$ cat src/rtl/rtc_pkg.sv
// Shared RTC write-control codes: the sequencer and the write decoder both
// import these so the ctrl_E encoding is defined in exactly one place.
package rtc_pkg;

   localparam int CTRL_E_W = 5;

   localparam logic [CTRL_E_W-1:0] ST_A = 5'd0;
   localparam logic [CTRL_E_W-1:0] ST_B = 5'd1;
   localparam logic [CTRL_E_W-1:0] ST_C = 5'd2;
   localparam logic [CTRL_E_W-1:0] ST_D = 5'd3;
   localparam logic [CTRL_E_W-1:0] ST_E = 5'd4;
   localparam logic [CTRL_E_W-1:0] ST_F = 5'd5;
   localparam logic [CTRL_E_W-1:0] ST_G = 5'd6;
   localparam logic [CTRL_E_W-1:0] ST_H = 5'd7;
   localparam logic [CTRL_E_W-1:0] ST_I = 5'd8;
   localparam logic [CTRL_E_W-1:0] ST_J = 5'd9;
   localparam logic [CTRL_E_W-1:0] ST_K = 5'd10;
   localparam logic [CTRL_E_W-1:0] ST_L = 5'd11;
   localparam logic [CTRL_E_W-1:0] ST_M = 5'd12;
   localparam logic [CTRL_E_W-1:0] ST_N = 5'd13;
   localparam logic [CTRL_E_W-1:0] ST_O = 5'd14;
   localparam logic [CTRL_E_W-1:0] ST_P = 5'd15;
   localparam logic [CTRL_E_W-1:0] ST_Q = 5'd16;
   localparam logic [CTRL_E_W-1:0] ST_R = 5'd17;
   localparam logic [CTRL_E_W-1:0] ST_S = 5'd18;
   localparam logic [CTRL_E_W-1:0] ST_T = 5'd19;
   localparam logic [CTRL_E_W-1:0] ST_U = 5'd20;
   localparam logic [CTRL_E_W-1:0] ST_V = 5'd21;
   localparam logic [CTRL_E_W-1:0] ST_W = 5'd22;
   localparam logic [CTRL_E_W-1:0] ST_X = 5'd23;
   localparam logic [CTRL_E_W-1:0] ST_Y = 5'd24;

   // Data states are the ones that wait for the bus transaction to finish.
   function automatic logic is_data_state(input logic [CTRL_E_W-1:0] s);
      logic r;
      r = 1'b0;
      case (s)
         ST_C, ST_E, ST_G, ST_Y, ST_I, ST_K, ST_M, ST_P, ST_R, ST_T: r = 1'b1;
         default: r = 1'b0;
      endcase
      return r;
   endfunction

endpackage

$ cat src/rtl/escribir_watchdog.sv
// Per-field bus_done watchdog: counts cycles spent in a data state and flags
// expiry on the TIMEOUT_CYC-th cycle. Only instantiated with ESCRIBIR_TIMEOUT_EN.
module escribir_watchdog #(
   parameter int TIMEOUT_CYC = 255,
   parameter int TO_W        = 8
) (
   input  logic clk,
   input  logic reset,
   input  logic clear,
   input  logic en,
   output logic expired
);

   logic [TO_W-1:0] cnt_reg;

   // cnt_reg holds (cycles already spent in the data state); the final cycle is TIMEOUT_CYC-1.
   assign expired = en && (cnt_reg == TO_W'(TIMEOUT_CYC - 1));

   always_ff @(posedge clk or posedge reset) begin
      if (reset) begin
         cnt_reg <= '0;
      end else if (clear) begin
         cnt_reg <= '0;
      end else if (en && !expired) begin
         cnt_reg <= cnt_reg + TO_W'(1);
      end
   end

endmodule

$ cat src/rtl/fsm_escribir.sv
// RTC write sequencer: walks the write fields and drives ctrl_E to the write decoder.
// Optional per-field bus_done timeout is enabled with `define ESCRIBIR_TIMEOUT_EN.
module fsm_escribir
   import rtc_pkg::*;
#(
   parameter int TIMEOUT_CYC = 255,
   parameter int TO_W        = 8
) (
   input  logic                clk,
   input  logic                reset,
   input  logic                start_E,
   input  logic                fmt_12h,
   input  logic                wr_timer,
   input  logic                bus_done,
   input  logic                abort,
   output logic [CTRL_E_W-1:0] ctrl_E,
   output logic                busy,
   output logic                err_to
);

   logic [CTRL_E_W-1:0] state_reg, state_next;
   logic                in_data;
   logic                timed_out;

   assign in_data = is_data_state(state_reg);
   assign ctrl_E  = state_reg;
   assign busy    = (state_reg != ST_A);

`ifdef ESCRIBIR_TIMEOUT_EN
   logic expired;
   logic err_to_reg, err_to_next;

   escribir_watchdog #(
      .TIMEOUT_CYC(TIMEOUT_CYC),
      .TO_W       (TO_W)
   ) u_watchdog (
      .clk    (clk),
      .reset  (reset),
      .clear  (!in_data),
      .en     (in_data),
      .expired(expired)
   );

   // bus_done arriving on the last allowed cycle still counts as success.
   assign timed_out = expired && !bus_done;

   always_comb begin
      err_to_next = err_to_reg;
      if (state_reg == ST_A && start_E) begin
         err_to_next = 1'b0;
      end else if (timed_out && !abort) begin
         err_to_next = 1'b1;
      end
   end

   always_ff @(posedge clk or posedge reset) begin
      if (reset) begin
         err_to_reg <= 1'b0;
      end else begin
         err_to_reg <= err_to_next;
      end
   end

   assign err_to = err_to_reg;
`else
   logic unused_cfg;
   assign unused_cfg = ^{TIMEOUT_CYC, TO_W};
   assign timed_out  = 1'b0;
   assign err_to     = 1'b0;
`endif

   always_comb begin
      state_next = state_reg;
      case (state_reg)
         ST_A: if (start_E) state_next = ST_B;
         ST_B: state_next = ST_C;
         ST_C: if (bus_done) state_next = ST_D;
         ST_D: state_next = ST_E;
         ST_E: if (bus_done) state_next = fmt_12h ? ST_X : ST_F;
         ST_F: state_next = ST_G;
         ST_G: if (bus_done) state_next = ST_H;
         ST_X: state_next = ST_Y;
         ST_Y: if (bus_done) state_next = ST_H;
         ST_H: state_next = ST_I;
         ST_I: if (bus_done) state_next = ST_J;
         ST_J: state_next = ST_K;
         ST_K: if (bus_done) state_next = ST_L;
         ST_L: state_next = ST_M;
         ST_M: if (bus_done) state_next = ST_N;
         ST_N: state_next = wr_timer ? ST_O : ST_U;
         ST_O: state_next = ST_P;
         ST_P: if (bus_done) state_next = ST_Q;
         ST_Q: state_next = ST_R;
         ST_R: if (bus_done) state_next = ST_S;
         ST_S: state_next = ST_T;
         ST_T: if (bus_done) state_next = ST_U;
         ST_U: state_next = ST_V;
         ST_V: state_next = ST_W;
         // Wait for start_E to drop so a held request cannot retrigger.
         ST_W: if (!start_E) state_next = ST_A;
         default: state_next = ST_V;
      endcase

      if (in_data && timed_out) begin
         state_next = ST_V;
      end
      if (abort && state_reg != ST_A && state_reg != ST_W) begin
         state_next = ST_V;
      end
   end

   always_ff @(posedge clk or posedge reset) begin
      if (reset) begin
         state_reg <= ST_A;
      end else begin
         state_reg <= state_next;
      end
   end

endmodule

$ cat config.mk
export PLATFORM = sky130hd
export DESIGN_NAME = fsm_escribir
export DESIGN_NICKNAME = d
export VERILOG_FILES = /design/src/rtl/rtc_pkg.sv /design/src/rtl/escribir_watchdog.sv /design/src/rtl/fsm_escribir.sv
export SDC_FILE = /design/constraint.sdc
export NUM_CORES = 1
export LEC_CHECK = 0
export BUFFER_PORTS_ARGS = -buffer_cell sky130_fd_sc_hd__buf_2
export CORE_MARGIN = 3
export CORE_UTILIZATION = 45
export CTS_CLUSTER_DIAMETER = 120
export DETAILED_ROUTE_END_ITERATION = 10
export GPL_ROUTABILITY_DRIVEN = 0
export PLACE_DENSITY = 0.71
export SYNTH_ARGS = -nofsm -noshare
export SYNTH_HDL_FRONTEND = slang
export SYNTH_HIERARCHICAL = 1
export SYNTH_SLANG_ARGS = --single-unit
$ cat constraint.sdc
create_clock -name clk -period 4.55 [get_ports clk]
set_clock_uncertainty 0.2 [all_clocks]
set_input_delay 0.91 -clock clk [delete_from_list [all_inputs] [get_ports clk]]
set_output_delay 0.91 -clock clk [all_outputs]
set_load 0.02 [all_outputs]
==> run summary, run 1 <==
The logs give 0 for the count of endpoints failing setup in the final report and 0 for the number of instances resized during post-cts repair. IR analysis of the VDD net gives a maximum drop of 0.000326 V. The routed length per placed instance was 14.7 um; the antenna diode instance count was 0. After detailed routing, the wire length on met1 is 650 um.

The average via count per standard cell came out at 6.03. Entering global routing, the biggest net connects 20 pins. 14 I/O pins were placed. The detailed router placed 621 vias in this run. In this run the power density over the cells is 618 mW/mm^2. The run gives 0 ns as the setup TNS. The tools report the cell row count as 13. In this run the cell area of the synthesized design comes to 664 sq um. The tightest hold path in the finished design has a slack of 0.352 ns.

For this run, design rule violations remaining after detail routing come to 0. In the synthesized netlist the dominant register cell turns out to be dfrtp_1. The slowest cell on the critical path is dfrtp_1. The tools report the number of setup buffers added after CTS as 0.

The critical-path maximum fanout came out at 19. Synthesis produced a netlist whose cell count is 81. The pre-antenna-repair detailed-routing pass consisted of 4 iterations. After synthesis, the most frequently instantiated cells are nor2_1 (6), o21ai_0 (6), dfrtp_1 (5), inv_1 (5), nand2_1 (5).

The total number of H-tree levels was 1. The later pin in the worst-skew pair is clocked with a latency of 0.24 ns. The count of nets left with antenna violations once routing finished came out at 0. The tools report the number of antenna violations at the first check in global routing as 0. The register with the most flip-flops in the layout has 5 of them.

Prior to clock tree synthesis, the placed netlist has a worst setup slack of 2.27 ns. The detailed router's first-iteration violation count is 23. The reported max-cap violation count was 0.

For the final core area utilization, the log shows 0.504. Effective utilization at floorplan: 0.492. For the final net count, the log shows 96.

The final-report hold violation count is 0, and the die boundary height is 44.4 um. For the total global-route track usage, the log shows 0.169. The period utilization was 0.560. For the final-report max-slew violation count, the log shows 0.

For this block, the routed nets add up to 1510 um of wire. For the pin with the worst max-slew slack, the measured transition is 0.586 ns. Static timing analysis puts the maximum clock frequency at 393 MHz. The maximum count of clock buffers along a single path came out at 2.

For the CTS sink count, the log shows 5. Counting distinct cell types in the post-synthesis netlist gives 38. Final critical-path required period: 2.55 ns. In this design, the stage delay of the slowest critical-path cell is 0.70 ns. The share of flip-flops with an asynchronous set or reset works out to 1.00.

The logs give 2420 um for the wire length of the first global-routing pass and 88 for the synthesized netlist net count. The data arrival time of the worst path came out at 1.44 ns. The quantity of hold-fixing buffers added after cts was 0; the clock slew at the register clock pins of the worst setup and hold paths was 0.04 ns. The critical setup path kind was flop to output port. In this run the mean area of a mapped cell was 8.20 sq um. After detailed routing, the met2 layer carries 758 um of wire.

The min-delay analysis places its worst path in the category primary input to async pin. Total power draw: 421 uW. Setup repair after global routing left no endpoint under its margin. Final HPWL from detailed placement: 1110 um. The critical path goes through inv_1, nand3_1, buf_2.

The tools report the placeable core area as 0.00135 sq mm. By area the synthesized netlist is led by dfrtp_1 (19%), buf_6 (5.1%), o21ai_0 (4.5%). Layout overhead on the synthesized area: 2.45%. The number of clock buffers added by TritonCTS is 3. The cell taking the most area after synthesis was dfrtp_1. The worst relative slew slack was 0.610. The run finished with clean final reports. The width of the die came out at 44.4 um. Detailed routing placed a total of 86 um of wire on met3. The detailed router used layers up to and including met4. Port buffering added 12 buffers. The run gives 0 as the global-route congestion overflow total. The worst setup path is captured at an output port.

At the worst endpoint, the required time is 3.44 ns. The worst-case setup margin in the final layout was 2.00 ns. The startpoint type of the worst setup path is a flop. Yosys mapped a number of flops with a built-in enable equal to 0. Clock tree synthesis selected as its root buffer the cell clkbuf_4. The share of Yosys cell area claimed by the top area cell type was 0.188. TritonCTS built the clock tree. For this design the static power due to leakage is 0.284 nW.

The die area was 0.00197 sq mm; the register area share after synthesis was 0.188. The via count of the first global-routing pass was 545. Counting flops and latches in the post-synthesis netlist gives 5. Proportion of layout cells with a drive suffix above 1: 0.295. During synthesis, Yosys emitted a total of 6 warnings.
## cell families after synthesis
family / synth area share
and+or+nand+nor: 0.256
xor gates and xnor gates: 0.0264
AOI/OAI and AO/OA: 0.324
muxes: 0.0377
other: 0.00564
buffers and inverters: 0.162
DFF: 0.188
## final timing paths
kind / start / to / slack (ns) / depth (start not counted)
max: ctrl_E[0] / busy / 2.00 / 3
min: reset / ctrl_E[1] / 0.35 / 2
max reg2reg: ctrl_E[1] / ctrl_E[4] / 2.28 / 5
min reg2reg: ctrl_E[2] / ctrl_E[3] / 0.56 / 2
max in group asynchronous: reset / ctrl_E[4] / 3.63 / 2
min in group clk: ctrl_E[2] / ctrl_E[3] / 0.56 / 2
## critical path, delay by kind of cell, from the launching register on
kind	cells	cell delay (ns)
simple gates	1	0.12
flops	1	0.70
buf+inv	2	0.38
## power breakdown
part | leakage, nW | internal [mW] | total, mW | switching, mW
Sequential | 0.0578 | 0.0607 | 0.136 | 0.0750
Combinational | 0.211 | 0.108 | 0.234 | 0.126
Clock | 0.0150 | 0.0331 | 0.0507 | 0.0176
## final cells by class
type,instances,area (sq um)
multi-input combinational,62,432
clock buffer,4,26.3
timing repair buffer,12,60.1
fill,133,669
tap,15,18.8
inverter,5,18.8
sequential,5,125
## layout by cell type, fill, tap and decap left out, drive strengths merged
master,n
a221oi,1
nor2,7
clkbuf,4
o32ai,1
and4b,1
a22oi,2
o211ai,1
inv,5
or2,1
nor3,4
o31ai,2
xor2,2
o221ai,1
nand2,5
a32oi,1
o31a,3
or4,2
o21ai,10
mux2i,1
dfrtp,5
and2,1
o221a,1
nor2b,3
o2bb2ai,1
and3,1
conb,1
nor4b,1
nand3,4
mux2,1
buf,12
a21oi,3
## metrics by stage
step	instances	area [sq um]
detailed placement	99	654
finish	103	681
CTS	103	681
floorplan	81	664
global placement	99	654
global route	103	681
## routing by layer
layer / up-vias / GRT usage
li1: 307 / -
met1: 285 / 0.223
met2: 27 / 0.253
met3: 2 / 0.00813
met4: 0 / 0.139
met5: - / 0
(Power assumes the default switching activity.)
==> run 2, diff against run 1 <==
Clock period 4.55 ns to 2.5 ns, I/O delays scaled along.
==> run 2 against run 1 <==
  * Count of clock-buffer cells in the layout unchanged
  * Non-clock buffer count up 4
  * Total power grew 91%
  * Critical path depth rose by 2
  * First-iteration DRC count is 13% higher
  * Die area did not move
  * Worst hold slack better by 0.041 ns
  * Clock power increased by 110%
  * Setup slack got worse by 1.6 ns
  * Utilization increased by 2.4 points
  * Wire length increased by 0.79%
  * Critical endpoint is now ctrl_E[4]
==> run summary, run 2 (synthesis results as in run 1) <==
The total wirelength of the detailed-routed design was 1520 um; the clock slew at the register clock pins of the worst setup and hold paths was 0.06 ns. The first detailed-routing pass took 4 iterations. The final-report max-slew violation count is 0, and the internal cell power is 392 uW. The register with the most flip-flops in the layout has 5 of them. Excluding fillers, the count of instances in the completed layout stands at 107.

STA puts the critical path data required time at 2.45 ns. The detail route stage leaves a number of antenna-violating nets equal to 0. Proportion of layout cells with a drive suffix above 1: 0.315. The longest clock path from root to sink contains 2 buffers. The die area is 0.00197 sq mm.

The maximum ir drop on the vdd rail is 0.000653 V, and the cell row count is 13. The switching share of power is 0.512. The layout overhead on the synthesized area works out to 7.34%. The reported max-cap violation count was 0; the width of the die was 44.4 um. At the end of the flow, the number of nets in the layout was 100. The run gives 0 as the number of antenna violations at the first check in global routing. The logs give 0.492 for the effective utilization at floorplan and 0 for the DRC violation count after routing.

The startpoint type of the worst setup path is a flop. The logs give 567 for the via count of the first global-routing pass and 3 for the TritonCTS buffer count. The total number of H-tree levels is 1.

The later pin in the worst-skew pair is clocked with a latency of 0.26 ns. The die boundary height was 44.4 um; the number of buffers inserted by port buffering was 12. In the layout the commonest cells are buf_2 (12), nor2_1 (6), o21ai_0 (6).

Power spread over the standard cell area amounts to 1130 mW/mm^2. Counting I/O delays and the setup requirement, the final critical path takes 2.10 ns. Entering global routing, the biggest net connects 18 pins. The first global-routing pass estimated 2460 um of wire.

The first routing iteration left 26 violations. Fraction of power consumed by combinational cells: 0.626. Derived from the worst setup path, the maximum achievable clock frequency is 476 MHz. Setup repair after global routing left no endpoint under its margin.

Routed length per placed instance: 14.2 um. Setup total negative slack on the finished layout was measured at 0 ns. Counting tap cells, the placed design contains a total of 102 instances. Once detailed placement completed, the half-perimeter wirelength came to 1100 um. Once the clock tree was built, the resizer swapped 0 gates to a different size.

Detailed routing inserted a total of 660 vias. The root buffer cell chosen for the clock tree is clkbuf_4. The tools report the total global-route track usage as 0.171. The placeable core area was 0.00135 sq mm.

The average via count per standard cell came out at 6.17. The sequential cell fraction of total power is 0.245. The layout has 137 filler cells. The final core area utilization came out at 0.528. The tools report the kind of end point of the critical path as a flop.

Summed over all cells, the static leakage comes to 0.303 nW. The run finished with clean final reports. The CTS sink count came out at 5.

For this design the total switching power over the nets is 411 uW. The worst setup path is of the flop to flop kind. The logs give 0.129 for the clock share of power and 14 for the number of placed I/O pins.

TritonCTS built the clock tree. For this run the aggregate overflow at the end of global routing stands at 0. Path class of the lowest-slack min-delay path: primary input to flop.

Setup violations remaining at the end of the flow were counted as 0. The final-report hold violation count is 0, and the period utilization is 0.840. The repair_antennas step left the layout with diodes totalling 0. Critical-path maximum fanout: 17. Leaving out fill and tap cells, the most frequent cell in the layout is buf_2. At the worst endpoint, the arrival time is 2.05 ns.
## run 2: changes by cell type in the layout (fill, tap and decap cells not counted)
cell	change
buf_4	+3
dlygate4sd3_1	+1
## run 2: through the flow
step           setup WS [ns]  cell area (sq um)  hold WS [ns]  total power [mW]
6_report               0.401                713         0.393             0.803
2_1_floorplan          0.486                664        0.0785             0.633
3_5_place_dp           0.422                677         0.203             0.693
5_1_grt                0.290                713         0.405             0.864
4_1_cts                0.416                713         0.383             0.800
3_3_place_gp           0.446                677         0.196             0.695
## run 2: final timing paths
path | startpoint | endpoint | slack [ns] | cells after the start
min reg2reg | ctrl_E[2] | ctrl_E[3] | 0.52 | 2
max reg2reg | ctrl_E[4] | ctrl_E[4] | 0.40 | 5
max in group asynchronous | reset | ctrl_E[1] | 1.45 | 3
max | ctrl_E[4] | ctrl_E[4] | 0.40 | 5
min in group asynchronous | reset | ctrl_E[3] | 0.46 | 3
min | abort | ctrl_E[3] | 0.39 | 2
## run 2: worst max-delay path, cell delays in order (launching register included)
cell      delay, ns
dfrtp_1        0.62
and3_2         0.32
o21ai_2        0.09
a221oi_4       0.35
nor2_2         0.10
mux2_4         0.31
## run 2: final cells by class
cell class	count	area [sq um]	share of cell area
multi-input cells	62	432	0.605
well taps	15	18.8	0.0263
repair buffers	16	92.6	0.130
flip-flops and latches	5	125	0.175
inverters	5	18.8	0.0263
clock buffers	4	26.3	0.0368
## run 2: power by group through the flow
stage	registers, mW	logic, mW	clock network [mW]
after floorplan	0.180	0.453	0
after global placement	0.196	0.498	0
after global routing	0.209	0.549	0.106
after CTS	0.196	0.500	0.105
after detailed placement	0.195	0.498	0
final	0.197	0.503	0.104
## run 2: repair_timing
action | CTS | global route
hold buffers | 1 | 0
hold endpoints to repair | 5 | 0
buffers inserted | 0 | 0
## run 2: metal layers
metal,wire (um),GRT usage
met5,0,0
met4,40,0.108
met3,124,0.0244
met2,683,0.256
met1,674,0.228
==> run 3, diff against run 2 <==
Clock period 2.5 ns to 2.1 ns, I/O delays scaled along.
==> run 3 against run 2 <==
  * Setup slack worse by 0.32 ns
  * Final cell count grew 3.7%
  * Clock power rose by 22%
  * First-iteration DRC count is 12% higher
  * Total power rose by 27%
  * Count of clock-buffer cells in the layout is the same
  * Via count decreased by 1.1%
  * Highest routed layer unchanged
==> run summary, run 3 (synthesis results as in run 1) <==
For the final net count, the log shows 104. Across all hold checks on the routed design, the worst slack comes to 0.308 ns. Commonest non-fill, non-tap cell in the layout: buf_2. The clock share of power was 0.125. The final core area utilization came out at 0.554. The cell sitting at the root of the clock tree is a clkbuf_4.

The total number of H-tree levels came out at 1. Via count of the first global-routing pass: 596. The layout overhead on the synthesized area is 12.6%.

The run gives 0.00197 sq mm as the die area. The run gives 0.0473 ns as the post-placement setup slack. In the layout the commonest cells are buf_2 (12), buf_4 (7), o21ai_0 (6).

The first TritonRoute pass finished after 4 iterations. STA classifies the critical path endpoint as a flop. The period utilization works out to 0.960. The logs give 0 for the number of setup buffers added after CTS and 0 for the global-route congestion overflow total. The tool flagged a number of max-cap violations equal to 0.

The power density over the cells came out at 1370 mW/mm^2. The sequential cell fraction of total power came out at 0.218. STA classifies the critical path startpoint as a flop. The logs give 3 for the TritonCTS buffer count and 1.96 ns for the data arrival time of the worst path. The final-report hold violation count was 0; the maximum operating frequency was 496 MHz.

The number of antenna violations at the first check in global routing was 0. The run finished with clean final reports. After detailed routing, the number of vias per cell comes to 5.88.

Number of antenna-violating nets in the routed design: 0. Internal cell power: 506 uW. The tools report the maximum ir drop on the vdd rail as 0.000683 V. The path class of the lowest-slack min-delay path was primary input to flop. The number of placed I/O pins is 14, and the proportion of layout cells with a drive suffix above 1 is 0.375.

The final standard cell count with taps included and fillers excluded is 111. The final HPWL from detailed placement is 1160 um, and the die boundary height is 44.4 um. The detailed router's first-iteration violation count was 29. After detailed placement, the total cell area comes to 707 sq um. Setup repair after global routing left no endpoint under its margin.

The worst path meets setup with 0.0845 ns of slack. The clock slew at the register clock pins of the worst setup and hold paths came out at 0.06 ns. The final-report max-slew violation count is 0, and the total leakage power is 0.321 nW.

Total power draw: 1.02 mW. The clock passes through at most 2 buffers. For this block, the routed nets add up to 1650 um of wire. CTS saw 5 sinks. The switching power total came out at 516 uW. The fraction of power consumed by combinational cells came out at 0.658.

Entering global routing, the biggest net connects 14 pins. For this run, design rule violations remaining after detail routing come to 0. The clock insertion delay at the later pin of the skew report is 0.26 ns, and the routed length per placed instance is 14.8 um. The number of buffers inserted by port buffering was 12; the number of flip-flops under the largest register name was 5. The first global-routing pass estimated 2620 um of wire.

The switching share of power came out at 0.505. Cell row count: 13. Summing all non-filler instances in the final layout gives an area of 748 sq um. Of all nets on the critical path, the largest fanout is 13. The number of antenna diodes in the final layout is 0. For the worst setup path, the data required time is 2.04 ns. For the count of endpoints failing setup in the final report, the log shows 0. The final route contains 653 vias. By startpoint and endpoint, the worst setup path is classified as flop to flop. TritonCTS built the clock tree. For the placeable core area, the log shows 0.00135 sq mm. The effective utilization at floorplan was 0.492.

After layout, the minimum clock period comes to 2.02 ns. In the final timing run, aggregate negative setup slack is 0 ns. The cell count after placement was 106; the width of the die was 44.4 um.

The total global-route track usage was 0.182.
## run 3: changes by cell type in the layout (fill, tap and decap cells not counted), sizes merged
cell | before | now
buf | 15 | 19
## run 3: critical path, cell delays in order (launching register included)
cell	delay, ns
dfrtp_2	0.49
or2_0	0.27
a32oi_2	0.26
a221oi_4	0.13
or4_1	0.41
o221a_2	0.13
## run 3: final cells by class
class                   instances  area [sq um]
fillers                       126           602
flip-flops and latches          5           128
repair buffers                 20           123
inverters                       5          18.8
clock buffers                   4          26.3
well taps                      15          18.8
multi-input cells              62           434
## run 3: what timing repair did
item,4_1_cts,5_1_grt
gates resized for setup,0,3
endpoints found under the setup margin,0,2
hold endpoints to repair,5,0
hold buffers,1,0
## run 3: final timing paths
| path | start | endpoint | slack, ns | depth (start not counted) |
|---|---|---|---|---|
| worst max-delay path | ctrl_E[2] | ctrl_E[0] | 0.08 | 5 |
| worst min-delay path | abort | ctrl_E[3] | 0.31 | 2 |
| worst max register to register | ctrl_E[2] | ctrl_E[0] | 0.08 | 5 |
| worst min register to register | ctrl_E[2] | ctrl_E[3] | 0.51 | 2 |
| max in group asynchronous | reset | ctrl_E[2] | 1.12 | 3 |
| min in group asynchronous | reset | ctrl_E[4] | 0.39 | 3 |
## run 3: power groups by stage
| stage | Combinational, mW | Sequential (mW) | Clock (mW) |
|---|---|---|---|
| after floorplan | 0.539 | 0.214 | 0 |
| after global placement | 0.646 | 0.213 | 0 |
| after detailed placement | 0.652 | 0.215 | 0 |
| after CTS | 0.662 | 0.214 | 0.127 |
| after global routing | 0.722 | 0.234 | 0.133 |
| final | 0.672 | 0.222 | 0.127 |
## run 3: metal layers
| layer | global-route usage | share of wire | vias to the layer above |
|---|---|---|---|
| met5 | 0 | 0 | - |
| met4 | 0.102 | 0.016 | 0 |
| met3 | 0.0285 | 0.058 | 3 |
| met2 | 0.294 | 0.46 | 27 |
| met1 | 0.230 | 0.47 | 298 |
| li1 | - | - | 325 |
